## src/rtl/gs_sweep_ctrl.sv

```systemverilog
// Gauss-Seidel solve sequencer: loads N_ROW b samples, runs N_ITER sweeps of
// one-row-at-a-time PE issue/write-back, then streams the solved x values out.
module gs_sweep_ctrl #(
  parameter int N_ROW  = 16,
  parameter int N_ITER = 16,
  parameter int PE_LAT = 2,
  localparam int RW = (N_ROW > 1) ? $clog2(N_ROW) : 1,
  localparam int IW = (N_ITER > 0) ? $clog2(N_ITER + 1) : 1
) (
  input  logic          clk_in,
  input  logic          rst_in,
  input  logic          in_valid_in,
  input  logic          out_ready_in,
  output logic          b_en_out,
  output logic          issue_out,
  output logic          wb_en_out,
  output logic [RW-1:0] row_out,
  output logic [IW-1:0] iter_out,
  output logic          out_valid_out,
  output logic          busy_out,
  output logic          done_out
);

  typedef enum logic [2:0] {
    S_IDLE,
    S_LOAD,
    S_ISSUE,
    S_WAIT,
    S_OUTPUT,
    S_DONE
  } state_t;

  localparam logic [RW-1:0] ROW_LAST  = RW'(N_ROW - 1);
  localparam logic [IW-1:0] ITER_LAST = IW'(N_ITER - 1);
  localparam logic [2:0]    WAIT_INIT = 3'(PE_LAT);

  state_t        state_q, state_d;
  logic [RW-1:0] row_q, row_d;
  logic [IW-1:0] iter_q, iter_d;
  logic [2:0]    wcnt_q, wcnt_d;
  logic          adv;

  // State, row, iteration and PE wait counters
  always_ff @(posedge clk_in or posedge rst_in) begin
    if (rst_in) begin
      state_q <= S_IDLE;
      row_q   <= '0;
      iter_q  <= '0;
      wcnt_q  <= '0;
    end else begin
      state_q <= state_d;
      row_q   <= row_d;
      iter_q  <= iter_d;
      wcnt_q  <= wcnt_d;
    end
  end

  // Next-state and strobe decode; a completed row write-back funnels into a
  // single shared row/sweep advance after the case
  always_comb begin
    state_d       = state_q;
    row_d         = row_q;
    iter_d        = iter_q;
    wcnt_d        = wcnt_q;
    adv           = 1'b0;
    b_en_out      = 1'b0;
    issue_out     = 1'b0;
    wb_en_out     = 1'b0;
    out_valid_out = 1'b0;
    done_out      = 1'b0;

    case (state_q)
      S_IDLE: begin
        row_d  = '0;
        iter_d = '0;
        if (in_valid_in) begin
          b_en_out = 1'b1;
          if (N_ROW == 1) begin
            state_d = S_ISSUE;
          end else begin
            row_d   = RW'(1);
            state_d = S_LOAD;
          end
        end
      end

      S_LOAD: begin
        b_en_out = in_valid_in;
        if (in_valid_in) begin
          if (row_q == ROW_LAST) begin
            row_d   = '0;
            state_d = S_ISSUE;
          end else begin
            row_d = row_q + 1'b1;
          end
        end
      end

      S_ISSUE: begin
        issue_out = 1'b1;
        if (PE_LAT == 0) begin
          wb_en_out = 1'b1;
          adv       = 1'b1;
        end else begin
          wcnt_d  = WAIT_INIT;
          state_d = S_WAIT;
        end
      end

      S_WAIT: begin
        wcnt_d = wcnt_q - 1'b1;
        if (wcnt_q == 3'd1) begin
          wb_en_out = 1'b1;
          adv       = 1'b1;
        end
      end

      S_OUTPUT: begin
        out_valid_out = 1'b1;
        if (out_ready_in) begin
          wb_en_out = 1'b1;
          if (row_q == ROW_LAST) begin
            state_d = S_DONE;
          end else begin
            row_d = row_q + 1'b1;
          end
        end
      end

      S_DONE: begin
        done_out = 1'b1;
        row_d    = '0;
        iter_d   = '0;
        state_d  = S_IDLE;
      end

      default: begin
        state_d = S_IDLE;
      end
    endcase

    if (adv) begin
      if (row_q != ROW_LAST) begin
        row_d   = row_q + 1'b1;
        state_d = S_ISSUE;
      end else begin
        row_d   = '0;
        iter_d  = iter_q + 1'b1;
        state_d = (iter_q == ITER_LAST) ? S_OUTPUT : S_ISSUE;
      end
    end
  end

  assign row_out  = row_q;
  assign iter_out = iter_q;
  assign busy_out = (state_q != S_IDLE);

endmodule

```

## config.mk

```make
export PLATFORM = sky130hd
export DESIGN_NAME = gs_sweep_ctrl
export DESIGN_NICKNAME = d
export VERILOG_FILES = /design/src/rtl/gs_sweep_ctrl.sv
export SDC_FILE = /design/constraint.sdc
export NUM_CORES = 1
export LEC_CHECK = 0
export CAP_MARGIN = 20
export CORE_MARGIN = 3
export CORE_UTILIZATION = 54
export DETAILED_ROUTE_END_ITERATION = 12
export GPL_TIMING_DRIVEN = 0
export PLACE_DENSITY = 0.83
export RECOVER_POWER = 50
export SKIP_LAST_GASP = 1
export SLEW_MARGIN = 20
export SYNTH_ARGS = -nofsm -noshare
export SYNTH_HDL_FRONTEND = slang
export SYNTH_SLANG_ARGS = --single-unit
```

## constraint.sdc

```tcl
create_clock -name clk_in -period 3.84 [get_ports clk_in]
set_clock_uncertainty 0.1 [all_clocks]
set_input_delay 1.152 -clock clk_in [delete_from_list [all_inputs] [get_ports clk_in]]
set_output_delay 1.152 -clock clk_in [all_outputs]
set_load 0.01 [all_outputs]
```

==> flow_summary.json, run 1 <==
{
  "status": "completed",
  "antenna_found_initial": 0,
  "fin_area_um2": 1200,
  "setup_viol": 0,
  "clk_latency_ns": 0.29,
  "post-place-cells": 153,
  "rows": 14,
  "cp.required_ns": 2.59,
  "timing.fmax_mhz": 278,
  "area_growth_pct": 22.2,
  "nNetsFinal": 143,
  "wl_mm": 2.20,
  "vias": 896,
  "ys_warn_count": 0,
  "stdcell_count": 157,
  "critical_path_buf_inv_count": 2,
  "synthTopCellsByCount": "15 x dfrtp_1, 9 x inv_1, 9 x nand2_1, 8 x o21ai_0, 6 x nand3_1",
  "crit_chain": "clkdlybuf4s50_1 -> nand2_1 -> nand2_1 -> clkdlybuf4s50_1",
  "syn_nets": 120,
  "crit_family": "buffers and inverters",
  "synth_area_leaders": "dfrtp_1 38%, ha_1 6.4%, o21ai_0 4.1%",
  "worst_pin_slew_ns": 0.571,
  "grt_pass1_vias": 790,
  "syn-instance-count": 111,
  "drive_gt1_share_pct": 7.52,
  "ant_nets": 0,
  "dp_hpwl_mm": 1.65,
  "cts_repair_resize_count": 0,
  "finalHoldViolCount": 0,
  "yosysSeqAreaShare_pct": 38.1,
  "coreArea_um2": 1610,
  "cts_buffer_depth": 2,
  "place.port_buffers": 18,
  "period_needed_ns": 3.60,
  "die_w_um": 48.7,
  "timing.hold.worst.class": "reg2reg",
  "synth-edff-count": 0,
  "syn_avg_cell_area_um2": 8.87,
  "track_usage_pct": 20.5,
  "leakage_nw": 0.558,
  "post-cts-setup-buffer-count": 0,
  "synthArstFlopShare_pct": 100,
  "slowest_delay_ns": 0.54,
  "drt-initial-drc-count": 23,
  "grt_max_degree": 16,
  "numCtsBuffers": 3,
  "die_area_um2": 2370,
  "ioPinCount": 19,
  "slew-limit-headroom_pct": 61.9,
  "routed_via_density": 5.71,
  "grt_overflow_total": 0,
  "rsz0062_at_grt": "false",
  "cts_hold_buf": 0,
  "ir_drop_mv": 0.206,
  "clkTransAtPathRegs_ns": 0.08,
  "place_congestion": 0.815,
  "htreeDepth": 1,
  "synth.top_cell.area_share_pct": 38.1,
  "cp_max_fo": 2,
  "maxSlewViolCount": 0,
  "path_class": "in2out",
  "cp.arrival_ns": 2.35,
  "die_height_um": 48.7,
  "synthFlopType": "dfrtp_1",
  "synth.distinct_cells": 39,
  "layout_worst_path_cycle_share_pct": 93.8,
  "start_kind": "input port",
  "syn-cell-area_um2": 985,
  "ys_ff_latch": 15,
  "place_area_um2": 1190,
  "cts-root-buf": "clkbuf_4",
  "grt_pass1_wl_mm": 3.75,
  "crit_path_top_delay_cell": "clkdlybuf4s50_1",
  "synthMostInstantiatedCell": "dfrtp_1",
  "cts_sinks": 15,
  "num_antenna_cells": 0,
  "cts_tree": "yes",
  "synth_top_cell_by_area": "dfrtp_1",
  "p_per_area_nw_per_um2": 214,
  "endpoint_kind": "output pin",
  "dr.pass1.iters": 4,
  "start_util_pct": 61.1,
  "drt-wirelength-per-cell_um": 14.0,
  "maxCapViolCount": 0,
  "tns_ns": 0,
  "route.detailed.drc": 0
}
## power breakdown
part,internal [W],leakage (nW),switching (W)
Combinational,0.00000354,0.364,0.00000527
Clock,0.0000404,0.0150,0.0000507
Sequential,0.000158,0.179,0
## path summary, 6_finish.rpt
path | slack, ns | end | depth (start not counted) | from
setup / recovery | 0.24 | wb_en_out | 4 | out_ready_in
hold / removal | 0.39 | wcnt_q[1] | 1 | wcnt_q[1]
setup reg to reg | 1.59 | iter_out[3] | 6 | row_out[0]
hold reg to reg | 0.39 | wcnt_q[1] | 1 | wcnt_q[1]
max in group asynchronous | 2.00 | wcnt_q[2] | 2 | rst_in
min in group asynchronous | 1.26 | iter_out[0] | 2 | rst_in
## cells in the final DEF, fill, tap and decap left out, types with 3 or more instances in the layout
| cell | n |
|---|---|
| a21oi_1 | 4 |
| clkbuf_4 | 3 |
| nand2b_1 | 5 |
| nand4_1 | 3 |
| dfrtp_1 | 15 |
| inv_1 | 9 |
| clkbuf_1 | 3 |
| ha_1 | 5 |
| nor3_1 | 3 |
| nand2_1 | 9 |
| nor2_1 | 4 |
| o22ai_1 | 3 |
| nand3_1 | 7 |
| clkdlybuf4s50_1 | 16 |
| o21ai_0 | 8 |
## cells by family after synthesis
family | count (synthesis) | share of synthesized area [%]
fa+ha+maj | 5 | 6.35
simple gates | 49 | 30.4
flops | 15 | 38.1
compound gates | 28 | 18.3
buf+inv | 13 | 5.97
xor+xnor | 1 | 0.890
## layout make-up
class,instances,area [µm²]
inverter,9,33.8
sequential,15,375
clock buffer,4,26.3
multi-input combinational,83,538
fill,144,408
buffer,4,17.5
tap,24,30.0
timing repair buffer,18,183
## sequential cells by signal (all words and copies together) (netlist names)
register  count
iter_out      5
wcnt_q        3
state_q       3
row_out       4
## metal layers
metal / global-route usage [%] / vias to the layer above / routed length (µm)
met5: 0 / - / 0
li1: - / 444 / -
met2: 31.9 / 25 / 1050
met1: 27.7 / 421 / 1010
met4: 9.95 / 0 / 52
met3: 3.07 / 6 / 83
## through the flow
step,utilization (%),total power (W),setup slack [ns],hold slack [ns]
after floorplan,-,0.000165,1.13,0.349
after global placement,74.1,0.000170,0.0727,0.362
after detailed placement,74.1,0.000170,0.0418,0.370
after CTS,75.8,0.000262,0.0583,0.391
after global routing,74.7,0.000273,0.184,0.411
final,74.7,0.000258,0.239,0.388
Power figures use the tool's default switching activity.
==> run 2: changes to the inputs <==
--- a/config.mk
+++ b/config.mk
@@ -5,14 +5,14 @@
 export SDC_FILE = /design/constraint.sdc
 export NUM_CORES = 1
 export LEC_CHECK = 0
-export CAP_MARGIN = 20
+export CAP_MARGIN = 30
 export CORE_MARGIN = 3
 export CORE_UTILIZATION = 54
+export CTS_CLUSTER_SIZE = 25
 export DETAILED_ROUTE_END_ITERATION = 12
 export GPL_TIMING_DRIVEN = 0
 export PLACE_DENSITY = 0.83
 export RECOVER_POWER = 50
-export SKIP_LAST_GASP = 1
 export SLEW_MARGIN = 20
 export SYNTH_ARGS = -nofsm -noshare
 export SYNTH_HDL_FRONTEND = slang
==> results of run 2 <==
The final DEF is identical to that of run 1; final timing and power are the same.
